### config.mk
export PLATFORM = sky130hd
export DESIGN_NAME = mem_port_arbiter
export DESIGN_NICKNAME = d
export VERILOG_FILES = /design/src/rtl/mem_port_arbiter.sv
export SDC_FILE = /design/constraint.sdc
export NUM_CORES = 1
export LEC_CHECK = 0
export CORE_AREA = 2 2 92 94
export CTS_CLUSTER_DIAMETER = 60
export DETAILED_ROUTE_END_ITERATION = 8
export DIE_AREA = 0 0 94 96
export PLACE_DENSITY_LB_ADDON = 0.12
export RECOVER_POWER = 25
export SKIP_CTS_REPAIR_TIMING = 1
export SLEW_MARGIN = 15
export SYNTH_ARGS = -nofsm -noshare
export SYNTH_HDL_FRONTEND = slang
export SYNTH_SLANG_ARGS = --single-unit
### constraint.sdc
create_clock -name clk -period 7.07 [get_ports clk]
set_input_delay 1.0605 -clock clk [delete_from_list [all_inputs] [get_ports clk]]
set_output_delay 1.0605 -clock clk [all_outputs]
set_load 0.05 [all_outputs]
### src/rtl/mem_port_arbiter.sv
// Shares one physical memory port between the instruction-fetch (I) and data (D) clients.
// D has priority; a saturating starvation counter forces an I grant after STARVE_MAX D wins.
module mem_port_arbiter #(
    parameter int unsigned WIDTH      = 16,
    parameter int unsigned STARVE_MAX = 4
) (
    input  logic             clk,
    input  logic             reset,

    input  logic             i_mem_read,
    input  logic             i_mem_write,
    input  logic [WIDTH-1:0] i_mem_address,
    input  logic [WIDTH-1:0] i_mem_wdata,
    input  logic [1:0]       i_mem_byte_enable,
    output logic             i_mem_resp,
    output logic [WIDTH-1:0] i_mem_rdata,

    input  logic             d_mem_read,
    input  logic             d_mem_write,
    input  logic [WIDTH-1:0] d_mem_address,
    input  logic [WIDTH-1:0] d_mem_wdata,
    input  logic [1:0]       d_mem_byte_enable,
    output logic             d_mem_resp,
    output logic [WIDTH-1:0] d_mem_rdata,

    output logic             pmem_read,
    output logic             pmem_write,
    output logic [WIDTH-1:0] pmem_address,
    output logic [WIDTH-1:0] pmem_wdata,
    output logic [1:0]       pmem_byte_enable,
    input  logic             pmem_resp,
    input  logic [WIDTH-1:0] pmem_rdata
);

    typedef enum logic [1:0] {
        StIdle,
        StIBusy,
        StDBusy,
        StDone
    } state_e;

    localparam logic [3:0] StarveMax = 4'(STARVE_MAX);

    state_e           state_q, state_d;
    logic [3:0]       starve_q, starve_d;
    logic [WIDTH-1:0] addr_q, addr_d;
    logic [WIDTH-1:0] wdata_q, wdata_d;
    logic [1:0]       be_q, be_d;
    logic             wr_q, wr_d;
    logic             own_d_q, own_d_d;
    logic [WIDTH-1:0] i_rdata_q, i_rdata_d;
    logic [WIDTH-1:0] d_rdata_q, d_rdata_d;

    logic i_req;
    logic d_req;
    logic d_wins;
    logic busy;

    assign i_req  = i_mem_read | i_mem_write;
    assign d_req  = d_mem_read | d_mem_write;
    assign d_wins = d_req && (!i_req || (starve_q < StarveMax));

    always_comb begin
        state_d   = state_q;
        starve_d  = starve_q;
        addr_d    = addr_q;
        wdata_d   = wdata_q;
        be_d      = be_q;
        wr_d      = wr_q;
        own_d_d   = own_d_q;
        i_rdata_d = i_rdata_q;
        d_rdata_d = d_rdata_q;

        unique case (state_q)
            StIdle: begin
                if (d_wins) begin
                    addr_d  = d_mem_address;
                    wdata_d = d_mem_wdata;
                    be_d    = d_mem_byte_enable;
                    wr_d    = d_mem_write;
                    own_d_d = 1'b1;
                    state_d = StDBusy;
                    if (i_req) begin
                        starve_d = (starve_q == 4'hF) ? 4'hF : starve_q + 4'd1;
                    end else begin
                        starve_d = 4'd0;
                    end
                end else if (i_req) begin
                    addr_d   = i_mem_address;
                    wdata_d  = i_mem_wdata;
                    be_d     = i_mem_byte_enable;
                    wr_d     = i_mem_write;
                    own_d_d  = 1'b0;
                    starve_d = 4'd0;
                    state_d  = StIBusy;
                end
            end
            StIBusy, StDBusy: begin
                // Writes capture too; the client treats that value as don't-care.
                if (pmem_resp) begin
                    if (own_d_q) begin
                        d_rdata_d = pmem_rdata;
                    end else begin
                        i_rdata_d = pmem_rdata;
                    end
                    state_d = StDone;
                end
            end
            StDone: begin
                state_d = StIdle;
            end
            default: begin
                state_d = StIdle;
            end
        endcase
    end

    always_ff @(posedge clk or posedge reset) begin
        if (reset) begin
            state_q   <= StIdle;
            starve_q  <= 4'd0;
            addr_q    <= '0;
            wdata_q   <= '0;
            be_q      <= 2'b00;
            wr_q      <= 1'b0;
            own_d_q   <= 1'b0;
            i_rdata_q <= '0;
            d_rdata_q <= '0;
        end else begin
            state_q   <= state_d;
            starve_q  <= starve_d;
            addr_q    <= addr_d;
            wdata_q   <= wdata_d;
            be_q      <= be_d;
            wr_q      <= wr_d;
            own_d_q   <= own_d_d;
            i_rdata_q <= i_rdata_d;
            d_rdata_q <= d_rdata_d;
        end
    end

    assign busy = (state_q == StIBusy) || (state_q == StDBusy);

    assign pmem_read        = busy & ~wr_q;
    assign pmem_write       = busy & wr_q;
    assign pmem_address     = addr_q;
    assign pmem_wdata       = wdata_q;
    assign pmem_byte_enable = be_q;

    assign i_mem_resp  = (state_q == StDone) && !own_d_q;
    assign d_mem_resp  = (state_q == StDone) && own_d_q;
    assign i_mem_rdata = i_rdata_q;
    assign d_mem_rdata = d_rdata_q;

endmodule
# Word level (Yosys, flattened, before mapping)

Index checks and enable logic that the tools add are counted.
W data, S select, Z words.

Reduce and logical (&&, ||, !) cells: 14
Equal/unequal tests: 6
Add/sub/neg operators: 1
Mux-type cells: 18
$lt $le $gt $ge: 1
Bitwise gates (word level): 6

Operators with widths:

| kind                  | number |
|---|---|
| $mux W16              | 4 |
| $mux W4               | 4 |
| $mux W2               | 5 |
| $pmux W2 S3           | 1 |
| $reduce_and A3 Y1     | 2 |
| $add A4 B1 Y4 const B | 1 |
| $eq A2 B2 Y1 const B  | 2 |
| $eq A4 B4 Y1 const B  | 1 |
| $lt A4 B3 Y1 const B  | 1 |
| $mux W1               | 4 |
| $reduce_and A2 Y1     | 2 |
| $logic_and A1 B1 Y1   | 3 |
| $ne A3 B3 Y1 const B  | 1 |
| $and A1 B1 Y1         | 2 |
| $eq A2 B1 Y1 const B  | 1 |
| $logic_not A1 Y1      | 2 |
| $logic_not A2 Y1      | 1 |
| $logic_or A1 B1 Y1    | 2 |
| $ne A2 B2 Y1 const B  | 1 |
| $not A1 Y1            | 2 |
| $or A1 B1 Y1          | 2 |
| $reduce_bool A2 Y1    | 1 |
| $reduce_or A2 Y1      | 1 |

Bits of input ports: 91
Logic and storage cells: 55
Register bits after elaboration: 74

# Logic depth before layout (Yosys ltp)

Gate-level depths: netlist (run 1).

Word-level depth: 6
Mapped depth: 7
Depth with buffers taken out: 5

# Worst setup path before layout (run 1)

OpenSTA, ideal clock, no wires.

Path type: flip-flop to output port
Start point: register state_q[0]
End point: output port pmem_read
Cell stages (with the launch flop): 4
Path slack: 4.545 ns
Arrival: 1.464 ns
Buffers on the path: 0
Path through: dfrtp_1 > inv_1 > ha_1 > nor2b_1

Word-level cells in the longest chain between the ends: 3
Elaborated cells between the ends (all ways): 4

RTL lines:

| element                                             | RTL line | text |
|---|---|---|
| from (decl)                                         | 44       | `state_e state_q, state_d;` |
| from (signal assigned)                              | 120      | `state_q <= StIdle;` |
| from (signal assigned)                              | 130      | `state_q <= state_d;` |
| $eq A2 B1 Y1 / $eq A2 B2 Y1 (equally long branches) | 142      | `assign busy = (state_q == StIBusy) \|\| (state_q == StDBusy);` |
| $logic_or A1 B1 Y1 (*)                              | 142      |  |
| $and A1 B1 Y1 (*)                                   | 144      | `assign pmem_read = busy & ~wr_q;` |
| to (decl)                                           | 26       | `output logic pmem_read,` |

Mark *: on every way between the ends. The rest lies on a longest branch, timed or not.

# Final worst setup path (run 1)

Same ends and word-level chain as after synthesis.

==> flow_metrics.env, run 1 <==
export IMPL_status="finished clean"
export IMPL_num_antenna_cells=0
export IMPL_grt_start_max_net_pins=75
export IMPL_viasPerCell=5.367
export IMPL_r2r_cells=4
export IMPL_cts_buffer_depth=2
export IMPL_async_reset_ff_frac=1.000
export IMPL_die_h_um=96
export IMPL_ir_worst_vdd_mv=0.2291
export IMPL_num_vias=3070
export IMPL_startpoint_type="flop"
export IMPL_cts_buffers=9
export IMPL_drc=0
export IMPL_grtUsageTotal=0.2192
export IMPL_endpoint_kind="output port"
export IMPL_hold_path_class="reg2reg"
export IMPL_insertion_delay_ns=0.34
export IMPL_worstHoldPathCells=1
export IMPL_wl_um=9750
export IMPL_layout_nets=557
export IMPL_slew_limit_headroom=0.3724
export IMPL_synth_area_per_cell_um2=11.29
export IMPL_ys_flop_type="dfrtp_1"
export IMPL_cts_tree="built"
export IMPL_fill_cells=667
export IMPL_wl_per_cell_um=17.05
export IMPL_io_buffers=160
export IMPL_drive_above_1_share=0.1328
export IMPL_syn_to_final_growth_pct=54.61
export IMPL_ys_seq_elements=74
export IMPL_setup_viol=0
export IMPL_synth_cells=310
export IMPL_tightest_slew_ns=0.9414
export IMPL_cellLeakagePower_nw=2.126
export IMPL_dieArea_mm2=0.009024
export IMPL_grt_pass1_vias=3041
export IMPL_ff2ff_setup_slack_ns=4.93
export IMPL_syn_nets=405
export IMPL_power_total_w=0.003000
export IMPL_rows=33
export IMPL_root_buffer="clkbuf_8"
export IMPL_critPathArrivalTime_ns=2.10
export IMPL_finalCritPeriodShare=0.4464
export IMPL_power_density_mw_per_mm2=554.7
export IMPL_min_period_ns=3.156
export IMPL_finalClockSkew_ns=0.009117
export IMPL_max_freq_mhz=316.9
export IMPL_synth_seq_area_share=0.5293
export IMPL_yosysWarnings=0
export IMPL_grt_pass1_wl_um=15250
export IMPL_start_util=0.4345
export IMPL_hpwl_um=6795
export IMPL_netlist_area_leader_share=0.5293
export IMPL_worst_r2r_startpoint="state_q[0]"
export IMPL_cp_cell_sequence="inv_1, ha_1, nor2b_1, clkdlybuf4s50_1"
export IMPL_finalSetupTns_ns=0
export IMPL_synth_top_cell_by_area="dfrtp_1"
export IMPL_synth_cell_area_mm2=0.003498
export IMPL_fp_dieW_um=94
export IMPL_crit_required_ns=6.01
export IMPL_core_mm2=0.008051
export IMPL_clkSinkCount=74
export IMPL_globalplace_congestion=0.7599
export IMPL_holdPathEnd="d_mem_rdata[1]"
export IMPL_ios=161
export IMPL_first_pass_iters=5
export IMPL_hold_viol_final=0
export IMPL_max_stage_delay_ns=0.80
export IMPL_synthTopCellsByArea="dfrtp_1 (53%), mux2_1 (10%), a21oi_2 (8.3%)"
export IMPL_crit_fanout=6
export IMPL_htreeDepth=3
export IMPL_cpMaxStageDelayCell="clkdlybuf4s50_1"
export IMPL_min_delay_start="d_mem_rdata[1]"
export IMPL_synth_cell_types=34
export IMPL_grt_antenna_before_repair=0
export IMPL_postRouteAntennaNets=0
export IMPL_clkTransAtPathRegs_ns=0.08
export IMPL_timing_rr_end="d_mem_rdata[4]"
export IMPL_drt_initial_drc_count=117
export IMPL_path_class="reg2out"
export IMPL_maxCapViolCount=0
export IMPL_overflow=0
export IMPL_slew_viol_final=0
export IMPL_rsz0062_at_grt="no"
export IMPL_synth_edf_count=0
Yosys cell counts, drive strengths merged (2+ instances only):
cell,instances
dfrtp,74
nor2,37
a21oi,35
a31oi,35
o21ai,35
mux2,32
buf,19
clkbuf,6
ha,4
inv,4
a22o,3
and2,3
nand3,3
a2bb2oi,2
nand2,2
nor2b,2
flip-flops by register name, indices dropped and copies added, names as in the netlist:
signal / cells
d_mem_rdata: 16
i_mem_rdata: 16
own_d_q: 1
pmem_address: 16
pmem_byte_enable: 2
pmem_wdata: 16
starve_q: 4
state_q: 2
wr_q: 1
power by group:
group	switching, W	leakage [nW]	internal [W]	total (W)
Combinational	0.00116	1.13	0.000643	0.00181
Sequential	0.000114	0.859	0.000638	0.000753
Clock	0.000160	0.137	0.000281	0.000441
Total	0.00144	2.13	0.00156	0.00300
area by class of cell:
| type | count | area (um^2) | area share |
|---|---|---|---|
| repair buffers | 166 | 1647 | 0.3044 |
| inverters | 4 | 15.01 | 0.002776 |
| well taps | 105 | 131.4 | 0.02429 |
| clock inverters | 6 | 137.6 | 0.02545 |
| clock buffers | 10 | 137.6 | 0.02545 |
| multi-input cells | 207 | 1489 | 0.2753 |
| flip-flops and latches | 74 | 1852 | 0.3424 |
worst max-delay path: cells and delay by family, from the launching register on:
kind          cells  cell delay, ns
fa+ha+maj         1            0.35
buf+inv           2            0.87
simple gates      1            0.15
flops             1            0.38
kinds of logic after synthesis:
group	synth area share
fa+ha+maj	0.01431
buf+inv	0.04578
flops	0.5293
simple gates	0.06974
mux	0.1030
compound gates	0.2378
cells in the final DEF, fill, tap and decap left out, types with 6 or more instances in the layout:
master	Yosys	routed
o21ai_0	35	35
buf_4	1	6
a21oi_2	33	33
dfrtp_1	74	74
mux2_1	31	31
nor2_1	37	36
clkbuf_8	0	10
clkdlybuf4s50_1	0	159
a31oi_1	35	35
per-stage QoR:
step,worst slack [ns],hold slack (ns),area [um^2],cells,utilization
final,3.914,0.4920,5409,572,0.6718
after global routing,3.798,0.5023,5409,572,0.6718
after CTS,3.883,0.4979,5409,572,0.6718
after detailed placement,3.882,0.4808,5134,556,0.6376
after global placement,3.930,0.4721,5134,556,0.6376
after floorplan,4.128,0.4613,3498,310,-
worst max path at each step:
stage / start / to / slack, ns / depth (start not counted)
after floorplan: reset / d_mem_rdata[0] / 4.13 / 1
after global placement: d_mem_write / pmem_wdata[4] / 3.93 / 5
after detailed placement: d_mem_write / pmem_byte_enable[0] / 3.88 / 5
after CTS: state_q[0] / pmem_read / 3.88 / 4
after global routing: state_q[0] / pmem_read / 3.80 / 4
final: state_q[0] / pmem_read / 3.91 / 4
layer usage:
metal / share of wire / global-route usage
met3: 0.065 / 0.06265
met2: 0.49 / 0.3655
met4: 0.015 / 0.06643
met1: 0.43 / 0.2787
met5: 0 / 0
No activity file was read; power rests on OpenSTA's default activity.
==> run 2, diff against run 1 <==
Settings changed: CORE_AREA 2 2 92 94 to 2 2 95 97, DIE_AREA 0 0 94 96 to 0 0 97 99.
Clock period 7.07 ns to 3.13 ns, I/O delays scaled along.
==> run 2 against run 1 <==
  * Die area grew 6.4%
  * Via count shrank 1.7%
  * Utilization shrank 4.4 points
  * Sequential power grew 130%
  * Cell count grew 0.70%
  * Sequential share of layout area grew 0.27 points
  * Critical path depth is the same
  * Worst hold slack gained 0.0016 ns
  * Largest power group unchanged
  * Cell area shrank 0.79%
  * First-iteration DRC count shrank 6.8%
  * Register-to-register slack lost 3.9 ns
  * Count of clock-buffer cells in the layout grew 1
==> flow_metrics.env, run 2 (synthesis gave the netlist of run 1 again) <==
export IMPL_status="finished clean"
export IMPL_dieArea_mm2=0.009603
export IMPL_p_switching_w=0.003240
export IMPL_power_frac_comb=0.625
export IMPL_globalplace_congestion=0.7417
export IMPL_power_density_mw_per_mm2=1218
export IMPL_wl_um=9719
export IMPL_swShare=0.4957
export IMPL_max_freq_mhz=388.8
export IMPL_grt_pass1_wl_um=15530
export IMPL_dp_cells=560
export IMPL_fill_cells=740
export IMPL_postRouteAntennaNets=0
export IMPL_path_class="reg2out"
export IMPL_drive_above_1_share=0.1303
export IMPL_wl_per_cell_um=16.87
export IMPL_pwr_share_seq=0.260
export IMPL_finalCritPeriodShare=0.8217
export IMPL_maxCapViolCount=0
export IMPL_root_buffer="clkbuf_8"
export IMPL_cts_buffers=9
export IMPL_rsz0062_at_grt="no"
export IMPL_viasPerCell=5.241
export IMPL_insertion_delay_ns=0.33
export IMPL_ios=161
export IMPL_cts_buffer_depth=2
export IMPL_grtUsageTotal=0.2018
export IMPL_first_pass_iters=4
export IMPL_drc=0
export IMPL_rows=34
export IMPL_core_mm2=0.008551
export IMPL_fp_dieW_um=97
export IMPL_tightest_slew_ns=1.041
export IMPL_grt_start_max_net_pins=42
export IMPL_final_common_cell="clkdlybuf4s50_1"
export IMPL_grt_antenna_before_repair=0
export IMPL_cellLeakagePower_nw=2.110
export IMPL_layout_cells_non_filler=576
export IMPL_cts_tree="built"
export IMPL_syn_to_final_growth_pct=53.40
export IMPL_endpoint_kind="output port"
export IMPL_num_vias=3019
export IMPL_whs_ns=0.4936
export IMPL_ir_worst_vdd_mv=0.9037
export IMPL_final_cell_mix="clkdlybuf4s50_1 (159), dfrtp_1 (74), nor2_1 (36)"
export IMPL_critPathArrivalTime_ns=2.10
export IMPL_crit_required_ns=2.66
export IMPL_finalClockSkew_ns=0.01156
export IMPL_hold_path_class="reg2reg"
export IMPL_hold_viol_final=0
export IMPL_htreeDepth=3
export IMPL_drt_initial_drc_count=109
export IMPL_slew_viol_final=0
export IMPL_overflow=0
export IMPL_setup_viol=0
export IMPL_slew_limit_headroom=0.3052
export IMPL_num_antenna_cells=0
export IMPL_min_period_ns=2.572
export IMPL_hpwl_um=6816
export IMPL_grt_pass1_vias=3039
export IMPL_finalSetupTns_ns=0
export IMPL_power_share_clock=0.115
export IMPL_startpoint_type="flop"
export IMPL_intPower_w=0.003297
export IMPL_start_util=0.4091
export IMPL_io_buffers=160
export IMPL_layout_nets=558
export IMPL_clkTransAtPathRegs_ns=0.08
export IMPL_die_h_um=99
export IMPL_clkSinkCount=74
export IMPL_crit_fanout=6
-- run 2: changes by cell type in the layout (fill, tap and decap cells not counted), sizes merged --
| cell | delta |
|---|---|
| bufinv | -3 |
| clkinv | -1 |
| clkbuf | +3 |
| buf | -1 |
| inv | +3 |
-- run 2: cell type report --
cell class / count / area, um^2 / share of cell area
sequential: 74 / 1852 / 0.3451
timing repair buffer: 167 / 1673 / 0.3117
multi-input combinational: 207 / 1489 / 0.2775
clock buffer: 11 / 141.4 / 0.02635
tap: 108 / 135.1 / 0.02518
clock inverter: 5 / 61.31 / 0.01142
inverter: 4 / 15.01 / 0.002798
-- run 2: worst max-delay path: stages, from the launching register on --
cell and delay, ns:
dfrtp_1 0.37, inv_1 0.07, ha_1 0.36, nor2b_1 0.16
clkdlybuf4s50_1 0.81
-- run 2: through the flow --
stage          setup slack [ns]  cell area [um^2]  total power (W)    util
4_1_cts                  0.5347              5373         0.006598  0.6283
5_1_grt                  0.3825              5366         0.006884  0.6276
6_report                 0.5580              5366         0.006537  0.6276
3_3_place_gp             0.8035              5170         0.005770  0.6046
2_1_floorplan            0.7789              3498         0.004534       -
3_5_place_dp             0.7954              5170         0.005840  0.6046
-- run 2: power groups by stage --
stage / clock network [W] / registers [W] / logic [W]
finish: 0.000752 / 0.00170 / 0.00408
global route: 0.000817 / 0.00177 / 0.00430
CTS: 0.000772 / 0.00171 / 0.00412
detailed placement: 0 / 0.00172 / 0.00411
global placement: 0 / 0.00171 / 0.00406
floorplan: 0 / 0.00322 / 0.00132
-- run 2: metal layers --
metal,vias to the layer above,track usage,share of wire
li1,1434,-,-
met1,1482,0.2623,0.45
met2,99,0.3429,0.49
met3,4,0.05248,0.058
met4,0,0.04334,0.0054
met5,-,0,0
-- run 2: worst paths after layout --
check / slack, ns / depth (start not counted) / endpoint / start
max reg2reg: 1.01 / 4 / i_mem_rdata[4] / state_q[0]
max: 0.56 / 4 / pmem_read / state_q[0]
min reg2reg: 0.49 / 1 / i_mem_rdata[0] / i_mem_rdata[0]
min in group asynchronous: 0.85 / 2 / pmem_wdata[11] / reset
min: 0.49 / 1 / i_mem_rdata[0] / i_mem_rdata[0]
max in group asynchronous: 0.83 / 3 / d_mem_rdata[9] / reset
==> run 3, diff against run 2 <==
Settings changed: CORE_AREA 2 2 95 97 to 2 2 99 101, DIE_AREA 0 0 97 99 to 0 0 101 103.
Clock period 3.13 ns to 2.25 ns, I/O delays scaled along.
==> run 3 against run 2 <==
  * Combinational power rose by 40%
  * Die area is 8.3% higher
  * Utilization is 4.9 points lower
  * Critical endpoint is now d_mem_resp
  * Cell count is 2.8% higher
  * Global-route usage decreased by 1.8 points
  * First-iteration DRC count shrank 39%
  * Via count up 0.89%
  * Power rose by 43%
  * Register-to-register slack got worse by 0.44 ns
  * Clock skew fell by 0.0013 ns
==> flow_metrics.env, run 3 (synthesis gave the netlist of run 1 again) <==
export IMPL_status="finished clean"
export IMPL_finalSetupTns_ns=0
export IMPL_ir_worst_vdd_mv=0.9454
export IMPL_ios=161
export IMPL_rsz0062_at_grt="no"
export IMPL_final_util=0.5786
export IMPL_insertion_delay_ns=0.34
export IMPL_grtUsageTotal=0.1843
export IMPL_slew_limit_headroom=0.1718
export IMPL_grt_pass1_vias=3028
export IMPL_path_class="reg2out"
export IMPL_first_pass_iters=4
export IMPL_drt_initial_drc_count=66
export IMPL_cts_buffer_depth=2
export IMPL_start_util=0.3698
export IMPL_drc=0
export IMPL_fill_cells=845
export IMPL_dieArea_mm2=0.01040
export IMPL_grt_start_max_net_pins=35
export IMPL_clkTransAtPathRegs_ns=0.08
export IMPL_final_cell_mix="clkdlybuf4s50_1 (156), dfrtp_1 (74), nor2_1 (36)"
export IMPL_startpoint_type="flop"
export IMPL_min_period_ns=2.151
export IMPL_endpoint_kind="output port"
export IMPL_io_buffers=160
export IMPL_postRouteAntennaNets=0
export IMPL_tightest_slew_ns=1.236
export IMPL_maxCapViolCount=0
export IMPL_viasPerCell=5.145
export IMPL_max_freq_mhz=464.8
export IMPL_setup_viol=0
export IMPL_grt_pass1_wl_um=14910
export IMPL_rows=36
export IMPL_max_stage_delay_ns=0.79
export IMPL_die_h_um=103
export IMPL_cpMaxStageDelayCell="clkdlybuf4s50_1"
export IMPL_grt_antenna_before_repair=0
export IMPL_fp_dieW_um=101
export IMPL_layout_nets=568
export IMPL_wl_um=9847
export IMPL_final_common_cell="clkdlybuf4s50_1"
export IMPL_hold_path_class="reg2reg"
export IMPL_finalClockSkew_ns=0.01024
export IMPL_cts_buffers=9
export IMPL_core_mm2=0.009459
export IMPL_crit_required_ns=1.91
export IMPL_cts_tree="built"
export IMPL_hold_viol_final=0
export IMPL_root_buffer="clkbuf_8"
export IMPL_hpwl_um=7283
export IMPL_post_place_ws_ns=0.2604
export IMPL_clkSinkCount=74
export IMPL_overflow=0
export IMPL_worst_slack_ns=0.09862
export IMPL_num_vias=3046
export IMPL_drive_above_1_share=0.1527
export IMPL_finalCritPeriodShare=0.9562
export IMPL_whs_ns=0.4920
export IMPL_syn_to_final_growth_pct=56.44
export IMPL_slew_viol_final=0
export IMPL_cp_num_buf_inv=1
export IMPL_globalplace_congestion=0.7362
export IMPL_cp_cell_sequence="ha_1, and2_1, clkdlybuf4s50_1"
export IMPL_htreeDepth=3
export IMPL_cellLeakagePower_nw=2.169
export IMPL_crit_fanout=3
export IMPL_wl_per_cell_um=16.63
export IMPL_critPathArrivalTime_ns=1.81
export IMPL_power_density_mw_per_mm2=1703
export IMPL_power_total_w=0.009318
export IMPL_crit_family="buffers and inverters"
export IMPL_num_antenna_cells=0
[run 3: power by group]
| part | total [W] | internal, W | switching [W] |
|---|---|---|---|
| registers | 0.00237 | 0.00201 | 0.000364 |
| logic | 0.00571 | 0.00206 | 0.00365 |
| clock network | 0.00124 | 0.000737 | 0.000502 |
[run 3: cell type report]
type	count	area, um^2	area share
Clock buffer	9	123.9	0.02263
Clock inverter	7	116.4	0.02126
Inverter	4	16.27	0.002972
Multi-Input combinational cell	207	1496	0.2734
Sequential cell	74	1852	0.3384
Tap cell	114	142.6	0.02606
Timing Repair Buffer	177	1725	0.3153
[run 3: through the flow]
step | instance area [um^2] | instances
floorplan | 3498 | 310
global placement | 5244 | 576
detailed placement | 5244 | 576
CTS | 5484 | 592
global route | 5473 | 592
finish | 5473 | 592
[run 3: final timing paths]
kind                                      from         endpoint  slack, ns  depth (start not counted)
worst max-delay path                state_q[0]       d_mem_resp        0.1                          3
worst min-delay path            i_mem_rdata[7]   i_mem_rdata[7]       0.49                          1
worst max register to register      state_q[0]   pmem_wdata[15]       0.57                          6
worst min register to register  i_mem_rdata[7]   i_mem_rdata[7]       0.49                          1
max in group asynchronous                reset  pmem_address[1]       0.62                          3
min in group asynchronous                reset   i_mem_rdata[9]       0.70                          2
[run 3: metal layers]
| metal | track usage | share of wire |
|---|---|---|
| met1 | 0.2244 | 0.43 |
| met2 | 0.3231 | 0.50 |
| met4 | 0.06965 | 0.010 |
| met3 | 0.03797 | 0.055 |
| met5 | 0 | 0 |
